==> config.mk <==
export PLATFORM = sky130hd
export DESIGN_NAME = instr_encoder_flat
export DESIGN_NICKNAME = d
export VERILOG_FILES = /design/src/rtl/instr_encoder_if.sv /design/src/rtl/instr_encoder.sv /design/src/flat_wrapper.sv
export SDC_FILE = /design/constraint.sdc
export NUM_CORES = 1
export LEC_CHECK = 0
export ABC_AREA = 1
export CELL_PAD_IN_SITES_DETAIL_PLACEMENT = 1
export CELL_PAD_IN_SITES_GLOBAL_PLACEMENT = 2
export CORE_UTILIZATION = 37
export DETAILED_ROUTE_END_ITERATION = 10
export PLACE_DENSITY_LB_ADDON = 0.12
export SLEW_MARGIN = 5
export SYNTH_ARGS = -nofsm -noshare
export SYNTH_HDL_FRONTEND = slang
export SYNTH_SLANG_ARGS = --single-unit
export TNS_END_PERCENT = 100
==> constraint.sdc <==
create_clock -name clk -period 7 [get_ports clk]
set_input_delay 1.4 -clock clk [delete_from_list [all_inputs] [get_ports clk]]
set_output_delay 1.4 -clock clk [all_outputs]
set_load 0.03 [all_outputs]
==> src/rtl/instr_encoder_if.sv <==
// ----------------------------------------------------------------------------
// instr_encoder_if
// Groups the request side (in_*, op_sel, register fields, imm) and the
// response side (out_*, instr, err, enc_count) of the LEGv8 instruction
// encoder into one bundle.
//   master : the agent that issues encode requests and consumes words
//   slave  : the encoder itself
// ----------------------------------------------------------------------------
interface instr_encoder_if;
  // request channel
  logic        in_valid;
  logic        in_ready;
  logic [3:0]  op_sel;
  logic [4:0]  rd;
  logic [4:0]  rn;
  logic [4:0]  rm;
  logic [25:0] imm;
  // response channel
  logic        out_valid;
  logic        out_ready;
  logic [31:0] instr;
  // status
  logic        err;
  logic [15:0] enc_count;

  modport master (
    output in_valid, op_sel, rd, rn, rm, imm, out_ready,
    input  in_ready, out_valid, instr, err, enc_count
  );

  modport slave (
    input  in_valid, op_sel, rd, rn, rm, imm, out_ready,
    output in_ready, out_valid, instr, err, enc_count
  );
endinterface

==> src/rtl/instr_encoder.sv <==
// ----------------------------------------------------------------------------
// instr_encoder
// Encodes ADD/SUB/AND/ORR (R-type), LDUR/STUR (D-type), CBZ (CB-type) and
// B (B-type) requests into 32-bit LEGv8 words and queues them in a 4-entry
// FIFO toward a ready/valid consumer.
// Ports:
//   clk  : rising-edge clock
//   rst  : synchronous active-high reset
//   bus  : instr_encoder_if.slave
//          in_valid/in_ready  request handshake
//          op_sel, rd, rn, rm, imm  request fields
//          out_valid/out_ready/instr  response handshake, head of FIFO
//          err        one-cycle pulse after accepting an invalid op_sel
//          enc_count  valid words encoded since reset (wraps)
// ----------------------------------------------------------------------------
module instr_encoder (
  input  logic           clk,
  input  logic           rst,
  instr_encoder_if.slave bus
);

  localparam logic [10:0] OPC_ADD  = 11'h458;
  localparam logic [10:0] OPC_SUB  = 11'h658;
  localparam logic [10:0] OPC_AND  = 11'h450;
  localparam logic [10:0] OPC_ORR  = 11'h550;
  localparam logic [10:0] OPC_LDUR = 11'h7C2;
  localparam logic [10:0] OPC_STUR = 11'h7C0;
  localparam logic [7:0]  OPC_CBZ  = 8'hB4;
  localparam logic [5:0]  OPC_B    = 6'h05;

  localparam logic [2:0]  DEPTH    = 3'd4;

  // FIFO storage and bookkeeping
  logic [31:0] r_mem [4];
  logic [1:0]  r_wr_ptr;
  logic [1:0]  r_rd_ptr;
  logic [2:0]  r_count;
  logic        r_err;
  logic [15:0] r_enc_count;

  // combinational helpers
  logic [31:0] w_word;
  logic        w_op_ok;
  logic        w_accept;
  logic        w_push;
  logic        w_pop;
  logic        w_not_empty;

  // --------------------------------------------------------------------------
  // Encoder: pure function of the request fields
  // --------------------------------------------------------------------------
  always_comb begin
    w_word  = 32'h0;
    w_op_ok = 1'b1;
    case (bus.op_sel)
      4'd0: w_word = {OPC_ADD, bus.rm, 6'b0, bus.rn, bus.rd};
      4'd1: w_word = {OPC_SUB, bus.rm, 6'b0, bus.rn, bus.rd};
      4'd2: w_word = {OPC_AND, bus.rm, 6'b0, bus.rn, bus.rd};
      4'd3: w_word = {OPC_ORR, bus.rm, 6'b0, bus.rn, bus.rd};
      4'd4: w_word = {OPC_LDUR, bus.imm[8:0], 2'b00, bus.rn, bus.rd};
      4'd5: w_word = {OPC_STUR, bus.imm[8:0], 2'b00, bus.rn, bus.rd};
      4'd6: w_word = {OPC_CBZ, bus.imm[18:0], bus.rd};
      4'd7: w_word = {OPC_B, bus.imm[25:0]};
      default: begin
        w_word  = 32'h0;
        w_op_ok = 1'b0;
      end
    endcase
  end

  // --------------------------------------------------------------------------
  // Handshakes. in_ready depends only on the occupancy register, so a pop at
  // full does not open the input in the same cycle.
  // --------------------------------------------------------------------------
  assign w_not_empty   = (r_count != 3'd0);
  assign bus.in_ready  = (r_count != DEPTH);
  assign w_accept      = bus.in_valid & bus.in_ready;
  // invalid opcodes complete the handshake but never reach the FIFO
  assign w_push        = w_accept & w_op_ok;
  assign w_pop         = w_not_empty & bus.out_ready;

  // --------------------------------------------------------------------------
  // Pointer / occupancy / status registers
  // --------------------------------------------------------------------------
  always_ff @(posedge clk) begin
    if (rst) begin
      r_wr_ptr    <= 2'd0;
      r_rd_ptr    <= 2'd0;
      r_count     <= 3'd0;
      r_err       <= 1'b0;
      r_enc_count <= 16'd0;
    end else begin
      // 2-bit pointers wrap 3 -> 0 naturally
      if (w_push) r_wr_ptr <= r_wr_ptr + 2'd1;
      if (w_pop)  r_rd_ptr <= r_rd_ptr + 2'd1;

      case ({w_push, w_pop})
        2'b10:   r_count <= r_count + 3'd1;
        2'b01:   r_count <= r_count - 3'd1;
        default: r_count <= r_count;   // idle, or push+pop cancel out
      endcase

      r_err <= w_accept & ~w_op_ok;

      if (w_push) r_enc_count <= r_enc_count + 16'd1;
    end
  end

  // Storage has no reset; stale contents are masked by the empty check below.
  always_ff @(posedge clk) begin
    if (!rst && w_push) r_mem[r_wr_ptr] <= w_word;
  end

  // --------------------------------------------------------------------------
  // Outputs. instr is forced to zero when empty so reset shows a clean word;
  // while non-empty the head only changes on a pop, so it is stable under
  // backpressure.
  // --------------------------------------------------------------------------
  assign bus.out_valid = w_not_empty;
  assign bus.instr     = w_not_empty ? r_mem[r_rd_ptr] : 32'h0;
  assign bus.err       = r_err;
  assign bus.enc_count = r_enc_count;

endmodule

==> src/flat_wrapper.sv <==
// flat-port wrapper written by rule: the top's interface ports become plain ports
module instr_encoder_flat 
  (clk, rst, bus_in_valid, bus_op_sel, bus_rd, bus_rn, bus_rm, bus_imm, bus_out_ready, bus_in_ready, bus_out_valid, bus_instr, bus_err, bus_enc_count);
  instr_encoder_if bus_i ();
  input  logic clk;
  input  logic rst;
  input wire logic [$bits(bus_i.in_valid)-1:0] bus_in_valid;
  input wire logic [$bits(bus_i.op_sel)-1:0] bus_op_sel;
  input wire logic [$bits(bus_i.rd)-1:0] bus_rd;
  input wire logic [$bits(bus_i.rn)-1:0] bus_rn;
  input wire logic [$bits(bus_i.rm)-1:0] bus_rm;
  input wire logic [$bits(bus_i.imm)-1:0] bus_imm;
  input wire logic [$bits(bus_i.out_ready)-1:0] bus_out_ready;
  output wire logic [$bits(bus_i.in_ready)-1:0] bus_in_ready;
  output wire logic [$bits(bus_i.out_valid)-1:0] bus_out_valid;
  output wire logic [$bits(bus_i.instr)-1:0] bus_instr;
  output wire logic [$bits(bus_i.err)-1:0] bus_err;
  output wire logic [$bits(bus_i.enc_count)-1:0] bus_enc_count;
  assign bus_i.in_valid = bus_in_valid;
  assign bus_i.op_sel = bus_op_sel;
  assign bus_i.rd = bus_rd;
  assign bus_i.rn = bus_rn;
  assign bus_i.rm = bus_rm;
  assign bus_i.imm = bus_imm;
  assign bus_i.out_ready = bus_out_ready;
  assign bus_in_ready = bus_i.in_ready;
  assign bus_out_valid = bus_i.out_valid;
  assign bus_instr = bus_i.instr;
  assign bus_err = bus_i.err;
  assign bus_enc_count = bus_i.enc_count;
  instr_encoder u_core (.clk(clk), .rst(rst), .bus(bus_i));
endmodule
==> metrics <==
syn_area_per_cell=around 10 um2; Initial Util=37.7%; worst min-delay path class=reg2reg; Yosys warning total=0; crit path cell chain=buf_4 > clkinv_1 > buf_4 > o21ai_0 > a21oi_1 > clkdlybuf4s50_1; min Tclk post-route=around 4400 ps; # IOs=100; die width=137 um; Vias=5,166; Main synth FF type=edfxtp_1; Buf+Inv Stages, Crit Path=4; crit path DAT=2980 ps; Post-synth EDFFs=128; M3 GR Usage=between 3 and 4%; WP data required=5600 ps; cts hold-fix bufs=0; Leak=around 0.003 uW; met2 Use GR=between 30 and 40%; initial antenna violation count=1; Clock Skews=16.1 ps; HP Start=u_core.r_rd_ptr[1]; CTS Sinks=~150; VDD IR-drop max=198 uV; worst-skew pair later-pin latency=~430 ps; Global Route met1 Usage=24.9%; run status=completed; largest net degree at the start of global routing=66; core area=0.0180 mm2; pwr/cell area=around 320 mW/mm2; Port-buffer cells=99; R2R cell count=7; Site Rows=~50; DRT iter0 DRCs=227; drt pass-1 iters=4; worst slew pin tran=793 ps; post-CTS sizing=0; Max Slew Vio Count=0; WL/cell=18.4 um; #FFs+latches synth=around 150; # DRC=0; Min-Delay Path Depth=2; Avg Vias per Cell=between 5 and 6; Remaining Overflow, GRT=0; clk buf depth=2; setup total negative slack=0 ps; worst rel slew slack=47.1%; clock transition at the registers of the reported paths=70 ps; number of global-route vias before repair=5,381; Max Cap Violations=0; Tcrit/Tclk final=62.5%; Detail Route Antenna Nets=0; overall die height=about 140 um; critical path launch point type=flip-flop; CP max stage cell=clkdlybuf4s50_1; global-route usage over all layers=about 21%; count of final hold-check violations=0; Worst Slack Setup Final=2620 ps; RR Startpoint=u_core.r_count[1]; htree depth=4; Crit Path Class=reg2out; RSZ-0062 raised after global routing=false; n_diodes=0; pre-CTS setup slack=~3000 ps; setup violators final=0; Crit path depth=6; Num CTS Buffers=17; Syn Inst Count=674; CTS tree=yes; synth-to-layout area growth=25.8%; Final GP Congestion=between 0.8 and 0.9; CTS root buf=clkbuf_16; setup bufs post-CTS=0; maximum clock rate=228 MHz; Cell variety after synth=33; worst-path fanout max=65; CP top delay family=buffers and inverters; WL final=18.7 mm; GRT busiest layer=met2; mapped cell area=roughly 0.0068 mm2; Final nets=828; most frequent CP cell=buf_4; Detailed Place HPWL=12.5 mm; Die Area=roughly 0.019 mm2; Worst Setup End Kind=output pin; CP peak stage delay=between 600 and 700 ps; first-pass GRT wire length=28.7 mm; sequential share of the synthesized area=64.5%; Post-synth ARST share=0%; ratio of cells with drive above 1 in the final layout=7.39%; Net Count, Synth=730
==> power breakdown <==
group	switching, uW	total, uW	internal, uW
logic	549	838	288
clock network	371	857	486
registers	12.0	1030	1020
==> kinds of logic after synthesis <==
family          count (synthesis)  share of synthesized area [%]
xor+xnor                        3                          0.389
compound gates                148                           11.9
flops                         154                           64.5
simple gates                  286                           16.7
fa+ha+maj                       7                           1.41
buf+inv                        76                           4.99
==> cell type report <==
cell class,count,area [um2]
Timing Repair Buffer,108,1060
Multi-Input combinational cell,444,2070
Tap cell,229,287
Inverter,47,176
Fill cell,1986,9450
Sequential cell,154,4370
Clock inverter,15,125
Clock buffer,17,425
==> layer usage <==
layer,wire length [um],vias up
met5,0,-
met1,8050,2532
met3,685,34
li1,-,2488
met2,9430,112
met4,542,0
==> final timing paths <==
check / slack (ps) / to
worst min register to register: 470 / u_core.r_rd_ptr[1]
worst min-delay path: 470 / u_core.r_rd_ptr[1]
worst max-delay path: 2620 / bus_instr[10]
worst max register to register: 4500 / u_core.r_mem[2][11]
==> stage by stage <==
stage	power [uW]	util, %	instances	cell area (um2)	hold WS, ps
after floorplan	1570	-	674	6760	433
after global placement	1890	44.3	982	7960	445
after detailed placement	1910	44.3	982	7960	462
after CTS	2760	47.4	1014	8510	472
after global routing	2850	47.4	1014	8510	494
final	2730	47.4	1014	8510	468
==> cells in the mapped netlist (all sizes together) (6+ instances only) <==
| master | instances | area share, % |
|---|---|---|
| dfxtp | 26 | 7.7 |
| clkbuf | 7 | 0.39 |
| ha | 6 | 1.1 |
| edfxtp | 128 | 57 |
| inv | 45 | 2.5 |
| nor2 | 179 | 10 |
| nand3 | 10 | 0.81 |
| o221ai | 6 | 0.78 |
| o21ai | 81 | 6.0 |
| buf | 22 | 2.0 |
| nand2 | 95 | 5.6 |
| a21oi | 50 | 3.7 |
==> worst register-to-register path: stages, from the launching register on <==
cell	delay (ps)
dfxtp_1	380
nor2_2	70
nand2_4	70
nand2_2	70
nor2_4	360
nand2_2	180
nor2_2	640
buf_4	410
==> layout by cell type, fill, tap and decap left out, types with 17 or more instances in the layout <==
master,instances
nor2_1,170
clkdlybuf4s50_1,99
clkbuf_16,17
edfxtp_1,128
a21oi_1,50
dfxtp_1,25
nand2_1,89
inv_1,43
o21ai_0,74
==> state kept, by name, summed over array words and instances (netlist names), named ones only <==
signal                flops
u_core.r_rd_ptr           2
u_core.bus.err            1
u_core.r_wr_ptr           2
u_core.r_count            3
u_core.r_mem            128
u_core.bus.enc_count     16
(Power assumes the default switching activity.)
